<file path="src/rtl/pico_sprite_ctrl_pkg.sv">
// Shared definitions for the PicoBlaze sprite-layer controller:
// register offsets, status bit positions and the interrupt FSM states.
package pico_sprite_ctrl_pkg;

  localparam logic [2:0] OFS_FICHA_L = 3'd0;
  localparam logic [2:0] OFS_FICHA_H = 3'd1;
  localparam logic [2:0] OFS_NIVEL_L = 3'd2;
  localparam logic [2:0] OFS_NIVEL_H = 3'd3;
  localparam logic [2:0] OFS_FONDO   = 3'd4;
  localparam logic [2:0] OFS_CTRL    = 3'd5;
  localparam logic [2:0] OFS_FRAME   = 3'd6;
  localparam logic [2:0] OFS_STATUS  = 3'd7;

  localparam int ST_DIRTY  = 0;
  localparam int ST_VBLANK = 1;
  localparam int ST_IRQ    = 2;

  localparam int V_ACTIVE_DEF = 480;

  typedef enum logic {
    IRQ_IDLE = 1'b0,
    IRQ_PEND = 1'b1
  } irq_state_e;

endpackage

</file>
<file path="src/rtl/pico_sprite_ctrl_if.sv">
// kcpsm3 I/O port bundle; the CPU side is the master, the peripheral the slave.
interface pico_sprite_ctrl_if;
  logic [7:0] port_id;
  logic       write_strobe;
  logic       read_strobe;
  logic [7:0] out_port;
  logic [7:0] in_port;
  logic       interrupt;
  logic       interrupt_ack;

  modport master (
    output port_id, write_strobe, read_strobe, out_port, interrupt_ack,
    input  in_port, interrupt
  );

  modport slave (
    input  port_id, write_strobe, read_strobe, out_port, interrupt_ack,
    output in_port, interrupt
  );
endinterface

</file>
<file path="src/rtl/pico_sprite_ctrl_frame_tick_gen.sv">
// Detects the first vblank line: registered one-cycle tick after pixel_y
// arrives at V_ACTIVE from any other value, plus a live in_vblank flag.
module frame_tick_gen #(
  parameter int V_ACTIVE = 480
) (
  input  logic       clk,
  input  logic       reset,
  input  logic [9:0] pixel_y,
  output logic       tick,
  output logic       in_vblank
);

  localparam logic [9:0] VA = V_ACTIVE[9:0];

  logic [9:0] prev_y_q, prev_y_d;
  logic       tick_q, tick_d;

  always_comb begin
    prev_y_d = pixel_y;
    tick_d   = (pixel_y == VA) && (prev_y_q != VA);
  end

  always_ff @(posedge clk) begin
    if (reset) begin
      prev_y_q <= 10'd0;
      tick_q   <= 1'b0;
    end else begin
      prev_y_q <= prev_y_d;
      tick_q   <= tick_d;
    end
  end

  assign tick      = tick_q;
  assign in_vblank = (pixel_y >= VA);

endmodule

</file>
<file path="src/rtl/pico_sprite_ctrl.sv">
// Sprite-layer I/O slave: CPU writes land in shadow registers which are
// copied to the active outputs atomically at vblank start or on force_commit.
module pico_sprite_ctrl
  import pico_sprite_ctrl_pkg::*;
#(
  parameter logic [7:0] BASE_ID     = 8'h10,
  parameter int         V_ACTIVE    = V_ACTIVE_DEF,
  parameter logic [9:0] FICHA_Y_RST = 10'd200,
  parameter logic [9:0] NIVEL_X_RST = 10'd400,
  parameter logic [3:0] FONDO_RST   = 4'b0011
) (
  input  logic                     CLK_50M,
  input  logic                     reset,
  pico_sprite_ctrl_if.slave        bus,
  input  logic [9:0]               pixel_y,
  output logic [9:0]               ficha_y,
  output logic [9:0]               nivel_x,
  output logic [3:0]               fondo
);

  logic tick, in_vblank;

  frame_tick_gen #(.V_ACTIVE(V_ACTIVE)) u_tick (
    .clk       (CLK_50M),
    .reset     (reset),
    .pixel_y   (pixel_y),
    .tick      (tick),
    .in_vblank (in_vblank)
  );

  logic [9:0] sh_ficha_q, sh_ficha_d, sh_nivel_q, sh_nivel_d;
  logic [3:0] sh_fondo_q, sh_fondo_d;
  logic [9:0] ficha_q, ficha_d, nivel_q, nivel_d;
  logic [3:0] fondo_q, fondo_d;
  logic       dirty_q, dirty_d, irq_en_q, irq_en_d;
  logic       force_commit_q, force_commit_d;
  logic [7:0] frame_cnt_q, frame_cnt_d, in_port_q, in_port_d;
  irq_state_e state_q, state_d;

  logic       hit, wr, commit;
  logic [2:0] ofs;

  assign hit    = (bus.port_id[7:3] == BASE_ID[7:3]);
  assign ofs    = bus.port_id[2:0];
  assign wr     = bus.write_strobe && hit;
  assign commit = (tick && dirty_q) || force_commit_q;

  // Commit reads the pre-write shadow, so a write in the commit cycle survives as dirty.
  always_comb begin
    sh_ficha_d     = sh_ficha_q;
    sh_nivel_d     = sh_nivel_q;
    sh_fondo_d     = sh_fondo_q;
    ficha_d        = ficha_q;
    nivel_d        = nivel_q;
    fondo_d        = fondo_q;
    dirty_d        = dirty_q;
    irq_en_d       = irq_en_q;
    force_commit_d = 1'b0;
    frame_cnt_d    = frame_cnt_q + {7'd0, tick};
    if (commit) begin
      ficha_d = sh_ficha_q;
      nivel_d = sh_nivel_q;
      fondo_d = sh_fondo_q;
      dirty_d = 1'b0;
    end
    if (wr) begin
      case (ofs)
        OFS_FICHA_L: begin sh_ficha_d[7:0] = bus.out_port;      dirty_d = 1'b1; end
        OFS_FICHA_H: begin sh_ficha_d[9:8] = bus.out_port[1:0]; dirty_d = 1'b1; end
        OFS_NIVEL_L: begin sh_nivel_d[7:0] = bus.out_port;      dirty_d = 1'b1; end
        OFS_NIVEL_H: begin sh_nivel_d[9:8] = bus.out_port[1:0]; dirty_d = 1'b1; end
        OFS_FONDO:   begin sh_fondo_d      = bus.out_port[3:0]; dirty_d = 1'b1; end
        OFS_CTRL: begin
          irq_en_d       = bus.out_port[0];
          force_commit_d = bus.out_port[1];
        end
        default: ;
      endcase
    end
  end

  always_comb begin
    state_d = state_q;
    case (state_q)
      IRQ_IDLE: if (tick && irq_en_q) state_d = IRQ_PEND;
      IRQ_PEND: if (bus.interrupt_ack && !(tick && irq_en_q)) state_d = IRQ_IDLE;
      default:  state_d = IRQ_IDLE;
    endcase
  end

  always_comb begin
    in_port_d = 8'h00;
    if (hit) begin
      case (ofs)
        OFS_FRAME: in_port_d = frame_cnt_q;
        OFS_STATUS: begin
          in_port_d[ST_DIRTY]  = dirty_q;
          in_port_d[ST_VBLANK] = in_vblank;
          in_port_d[ST_IRQ]    = (state_q == IRQ_PEND);
        end
        default: in_port_d = 8'h00;
      endcase
    end
  end

  always_ff @(posedge CLK_50M) begin
    if (reset) begin
      sh_ficha_q     <= FICHA_Y_RST;
      sh_nivel_q     <= NIVEL_X_RST;
      sh_fondo_q     <= FONDO_RST;
      ficha_q        <= FICHA_Y_RST;
      nivel_q        <= NIVEL_X_RST;
      fondo_q        <= FONDO_RST;
      dirty_q        <= 1'b0;
      irq_en_q       <= 1'b0;
      force_commit_q <= 1'b0;
      frame_cnt_q    <= 8'h00;
      in_port_q      <= 8'h00;
      state_q        <= IRQ_IDLE;
    end else begin
      sh_ficha_q     <= sh_ficha_d;
      sh_nivel_q     <= sh_nivel_d;
      sh_fondo_q     <= sh_fondo_d;
      ficha_q        <= ficha_d;
      nivel_q        <= nivel_d;
      fondo_q        <= fondo_d;
      dirty_q        <= dirty_d;
      irq_en_q       <= irq_en_d;
      force_commit_q <= force_commit_d;
      frame_cnt_q    <= frame_cnt_d;
      in_port_q      <= in_port_d;
      state_q        <= state_d;
    end
  end

  assign ficha_y       = ficha_q;
  assign nivel_x       = nivel_q;
  assign fondo         = fondo_q;
  assign bus.in_port   = in_port_q;
  assign bus.interrupt = (state_q == IRQ_PEND);

endmodule
</file>
<file path="src/flat_wrapper.sv">
// flat-port wrapper written by rule: the top's interface ports become plain ports
module pico_sprite_ctrl_flat import pico_sprite_ctrl_pkg::*;
#(
  parameter logic [7:0] BASE_ID     = 8'h10,
  parameter int         V_ACTIVE    = V_ACTIVE_DEF,
  parameter logic [9:0] FICHA_Y_RST = 10'd200,
  parameter logic [9:0] NIVEL_X_RST = 10'd400,
  parameter logic [3:0] FONDO_RST   = 4'b0011
)
  (CLK_50M, reset, pixel_y, ficha_y, nivel_x, fondo, bus_port_id, bus_write_strobe, bus_read_strobe, bus_out_port, bus_interrupt_ack, bus_in_port, bus_interrupt);
  pico_sprite_ctrl_if bus_i ();
  input  logic CLK_50M;
  input  logic reset;
  input  logic [9:0] pixel_y;
  output logic [9:0] ficha_y;
  output logic [9:0] nivel_x;
  output logic [3:0] fondo;
  input wire logic [$bits(bus_i.port_id)-1:0] bus_port_id;
  input wire logic [$bits(bus_i.write_strobe)-1:0] bus_write_strobe;
  input wire logic [$bits(bus_i.read_strobe)-1:0] bus_read_strobe;
  input wire logic [$bits(bus_i.out_port)-1:0] bus_out_port;
  input wire logic [$bits(bus_i.interrupt_ack)-1:0] bus_interrupt_ack;
  output wire logic [$bits(bus_i.in_port)-1:0] bus_in_port;
  output wire logic [$bits(bus_i.interrupt)-1:0] bus_interrupt;
  assign bus_i.port_id = bus_port_id;
  assign bus_i.write_strobe = bus_write_strobe;
  assign bus_i.read_strobe = bus_read_strobe;
  assign bus_i.out_port = bus_out_port;
  assign bus_i.interrupt_ack = bus_interrupt_ack;
  assign bus_in_port = bus_i.in_port;
  assign bus_interrupt = bus_i.interrupt;
  pico_sprite_ctrl #(.BASE_ID(BASE_ID), .V_ACTIVE(V_ACTIVE), .FICHA_Y_RST(FICHA_Y_RST), .NIVEL_X_RST(NIVEL_X_RST), .FONDO_RST(FONDO_RST)) u_core (.CLK_50M(CLK_50M), .reset(reset), .bus(bus_i), .pixel_y(pixel_y), .ficha_y(ficha_y), .nivel_x(nivel_x), .fondo(fondo));
endmodule
</file>
<file path="config.mk">
export PLATFORM = sky130hd
export DESIGN_NAME = pico_sprite_ctrl_flat
export DESIGN_NICKNAME = d
export VERILOG_FILES = /design/src/rtl/pico_sprite_ctrl_pkg.sv /design/src/rtl/pico_sprite_ctrl_if.sv /design/src/rtl/pico_sprite_ctrl_frame_tick_gen.sv /design/src/rtl/pico_sprite_ctrl.sv /design/src/flat_wrapper.sv
export SDC_FILE = /design/constraint.sdc
export NUM_CORES = 1
export LEC_CHECK = 0
export BUFFER_PORTS_ARGS = -buffer_cell sky130_fd_sc_hd__buf_2
export CAP_MARGIN = 40
export CELL_PAD_IN_SITES_DETAIL_PLACEMENT = 1
export CELL_PAD_IN_SITES_GLOBAL_PLACEMENT = 2
export CORE_MARGIN = 4
export CORE_UTILIZATION = 29
export DETAILED_ROUTE_END_ITERATION = 7
export GPL_ROUTABILITY_DRIVEN = 0
export HOLD_SLACK_MARGIN = 0.12
export PLACE_DENSITY = 0.83
export SLEW_MARGIN = 10
export SYNTH_ARGS = -nofsm -noshare
export SYNTH_HDL_FRONTEND = slang
export SYNTH_SLANG_ARGS = --single-unit
</file>
<file path="constraint.sdc">
create_clock -name CLK_50M -period 1.8 [get_ports CLK_50M]
set_clock_uncertainty 0.15 [all_clocks]
set_input_delay 0.09 -clock CLK_50M [delete_from_list [all_inputs] [get_ports CLK_50M]]
set_output_delay 0.09 -clock CLK_50M [all_outputs]
set_load 0.005 [all_outputs]
</file>
==> results.toml <==
[drt]
wl_per_cell_um = 13.97
viasPerCell = 4.557
firstDrtPassIters = 4
drtIter0Drc = 154
drc = 0
wirelength_um = 7906
vias = 2579
drt.antenna.violating_nets = 0

[synthesis]
synth_compound_area_share_pct = 6.669
synthXorXnorAreaFrac_pct = 0.8809
ys.warnings.count = 0
syn_area_um2 = 2983
muxShareOfSynthArea_pct = 7.718
syn_inst = 316
ys_seq_area_share_pct = 53.02
synth.distinct_cells = 35
synth_nets = 349
yosys.area_share.adder_pct = 0.8389
ys_ff_latch = 79
synthSimpleGateAreaFrac_pct = 28.36
syn_avg_cell_area_um2 = 9.439
synth_top_family_by_area = "simple AND/OR/NAND/NOR gates"

[global_routing]
grt_max_degree = 62
grt_pass1_vias = 2744
grt_overflow = 0
grt_pass1_wl_um = 13210
antenna_found_initial = 0
grt.total_usage_pct = 14.15

[pwr]
p_leak_nw = 1.747
power_mw = 3.203
ir_worst_vdd_v = 0.0003680
cellPowerDensity_nw_per_um2 = 771.4

[critical_path]
cp-end-kind = "flip-flop"
r2r_end = "u_core.frame_cnt_q[6]"
cp.required_ns = 1.88
critical_path_class = "in -> reg"
r2r_setup_slack_ns = 0.15
timing.rr.start = "u_core.u_tick.tick"
start_kind = "input port"
ff2ff_path_depth = 5
crit_fanout = 3
crit_arrival_ns = 1.87

[run]
maxCapViolations = 0

[worst_hold_path]
hp-start = "bus_port_id[7]"
whs_endpoint = "u_core.dirty_q"
min-delay-path-class = "in -> reg"
min_path_cells = 5

[finish]
area_growth_pct = 39.22
multi_input_area_um2 = 1350
fin_util_pct = 41.91
drive_gt1_share_pct = 22.63
num_antenna_cells = 0
fillers = 1156
post-route-cell-area_um2 = 4153
seqCellArea_um2 = 1583
nNetsFinal = 463

[placement]
hpwl_um = 5234
port_buffers = 62
placed_area_um2 = 3495

[clock_tree]
clk-insertion-delay-late_ns = 0.35
cts_sinks = 79
cts_buffer_depth = 2
clkTransAtPathRegs_ns = 0.07
tritoncts = "yes"
cts_max_level = 3
root_buffer = "clkbuf_8"
cts_made_buffers = 9

[floorplanning]
die_w_um = 109.4
core_area_um2 = 9910
row_count = 36
die-area_um2 = 11970
die_h_um = 109.4
start_util_pct = 30.10
boundaryPins = 64

[sta]
final-hold-violation-count = 0
timing.final.crit_period_ns = 1.792
setup_viol_count_final = 0
finalCritPeriodShare_pct = 99.56
finalSetupTns_ns = 0
tightest_slew_ns = 0.4691
relSlewSlack_pct = 68.29
fmax_ghz = 0.5580
maxSlewViolCount = 0

[run_status]
status = "complete, no violations"
registers in the layout, indices dropped and copies added (netlist names):
name                    cells
u_core.irq_en_q             1
u_core.nivel_x             10
u_core.sh_ficha_q          10
u_core.u_tick.tick          1
u_core.frame_cnt_q          8
u_core.sh_nivel_q          10
u_core.force_commit_q       1
u_core.bus.in_port          8
u_core.bus.interrupt        1
u_core.dirty_q              1
u_core.u_tick.prev_y_q     10
u_core.ficha_y             10
u_core.sh_fondo_q           4
u_core.fondo                4
Yosys cell counts:
master / number / area [um^2]
or4b_2: 1 / 10.01
nand4_1: 7 / 43.79
nand3b_1: 9 / 67.56
nor4bb_1: 1 / 10.01
a21o_1: 1 / 7.510
a311oi_1: 1 / 8.760
nand4b_1: 1 / 8.760
nor4_1: 4 / 25.02
or3_1: 3 / 18.77
nor4b_1: 1 / 8.760
or4_1: 1 / 7.510
nand3_1: 6 / 30.03
nor4b_2: 1 / 15.01
xnor2_1: 1 / 8.760
dfxtp_1: 79 / 1582
ha_1: 2 / 25.02
nand2b_1: 21 / 131.4
nor3_1: 2 / 10.01
o21ai_0: 3 / 15.01
xor2_1: 2 / 17.52
or4b_4: 1 / 13.76
a21oi_1: 26 / 130.1
buf_6: 1 / 11.26
nor2b_1: 11 / 68.82
or4_4: 1 / 11.26
o31ai_1: 5 / 37.54
nor2_1: 22 / 82.58
inv_1: 3 / 11.26
nor4_4: 1 / 21.27
mux2i_1: 23 / 230.2
clkbuf_1: 14 / 52.55
and2_1: 5 / 31.28
and4b_1: 2 / 20.02
nand2_1: 53 / 198.9
or4bb_1: 1 / 11.26
routing by layer:
| layer | GRT usage (%) | wire, um |
|---|---|---|
| met5 | 0 | 0 |
| met4 | 6.411 | 195 |
| met3 | 3.464 | 394 |
| met2 | 23.45 | 3874 |
| met1 | 17.31 | 3442 |
report_power, final:
part / internal, mW / switching (mW) / leakage (nW)
clock network: 0.638 / 0.584 / 0.0946
logic: 0.119 / 0.0991 / 1.01
registers: 1.76 / 0.00353 / 0.640
total: 2.52 / 0.687 / 1.75
through the flow:
stage | cells | hold slack (ns) | worst slack, ns
after global routing | 566 | 0.1434 | -0.01526
after CTS | 567 | 0.1136 | 0.01779
after detailed placement | 507 | 0.1730 | 0.03335
final | 566 | 0.09229 | 0.007997
after global placement | 507 | 0.1701 | 0.06563
after floorplan | 316 | 0.06818 | 0.1293
kinds of logic (layout without fill, tap and decap cells):
group,count (synthesis),after routing
xor gates and xnor gates,3,3
AOI/OAI and AO/OA,36,36
muxes,23,23
and+or+nand+nor,155,155
buffers and inverters,18,135
adders and majority gates,2,2
DFF,79,79
cell usage in the layout, fill, tap and decap left out, types with 7 or more instances in the layout:
master,netlist,layout
mux2i_1,23,23
dlygate4sd3_1,0,45
clkbuf_8,0,13
buf_2,0,62
nand3b_1,9,9
nor2_1,22,22
dfxtp_1,79,78
a21oi_1,26,24
nand2b_1,21,21
buf_4,0,9
nor2b_1,11,11
nand4_1,7,7
nand2_1,53,53
layout make-up:
cell class | instances | area share (%)
repair buffers | 118 | 20.70
well taps | 133 | 4.007
clock buffers | 14 | 4.399
inverters | 3 | 0.2712
flip-flops and latches | 79 | 38.11
multi-input cells | 219 | 32.51
worst max-delay path by stage:
| stage | start | endpoint | slack, ns |
|---|---|---|---|
| floorplan | bus_port_id[6] | u_core.sh_ficha_q[9] | 0.13 |
| global placement | bus_port_id[6] | u_core.sh_ficha_q[9] | 0.07 |
| detailed placement | bus_port_id[6] | u_core.sh_ficha_q[8] | 0.03 |
| CTS | bus_port_id[0] | u_core.dirty_q | 0.02 |
| global route | bus_port_id[3] | u_core.sh_nivel_q[5] | -0.02 |
| finish | bus_port_id[0] | u_core.sh_ficha_q[5] | 0.008 |
what timing repair did:
action | 4_1_cts | 5_1_grt
setup buffers | 0 | 0
hold endpoints to repair | 66 | 0
setup endpoints to repair | 0 | 6
resized for setup | 0 | 8
hold buffers | 46 | 0
critical path, cell delays in order:
cell           delay, ns
buf_2               0.12
or4b_2              0.72
dlygate4sd3_1       0.64
o31ai_2             0.21
a21oi_1             0.10
Power figures use the tool's default switching activity.
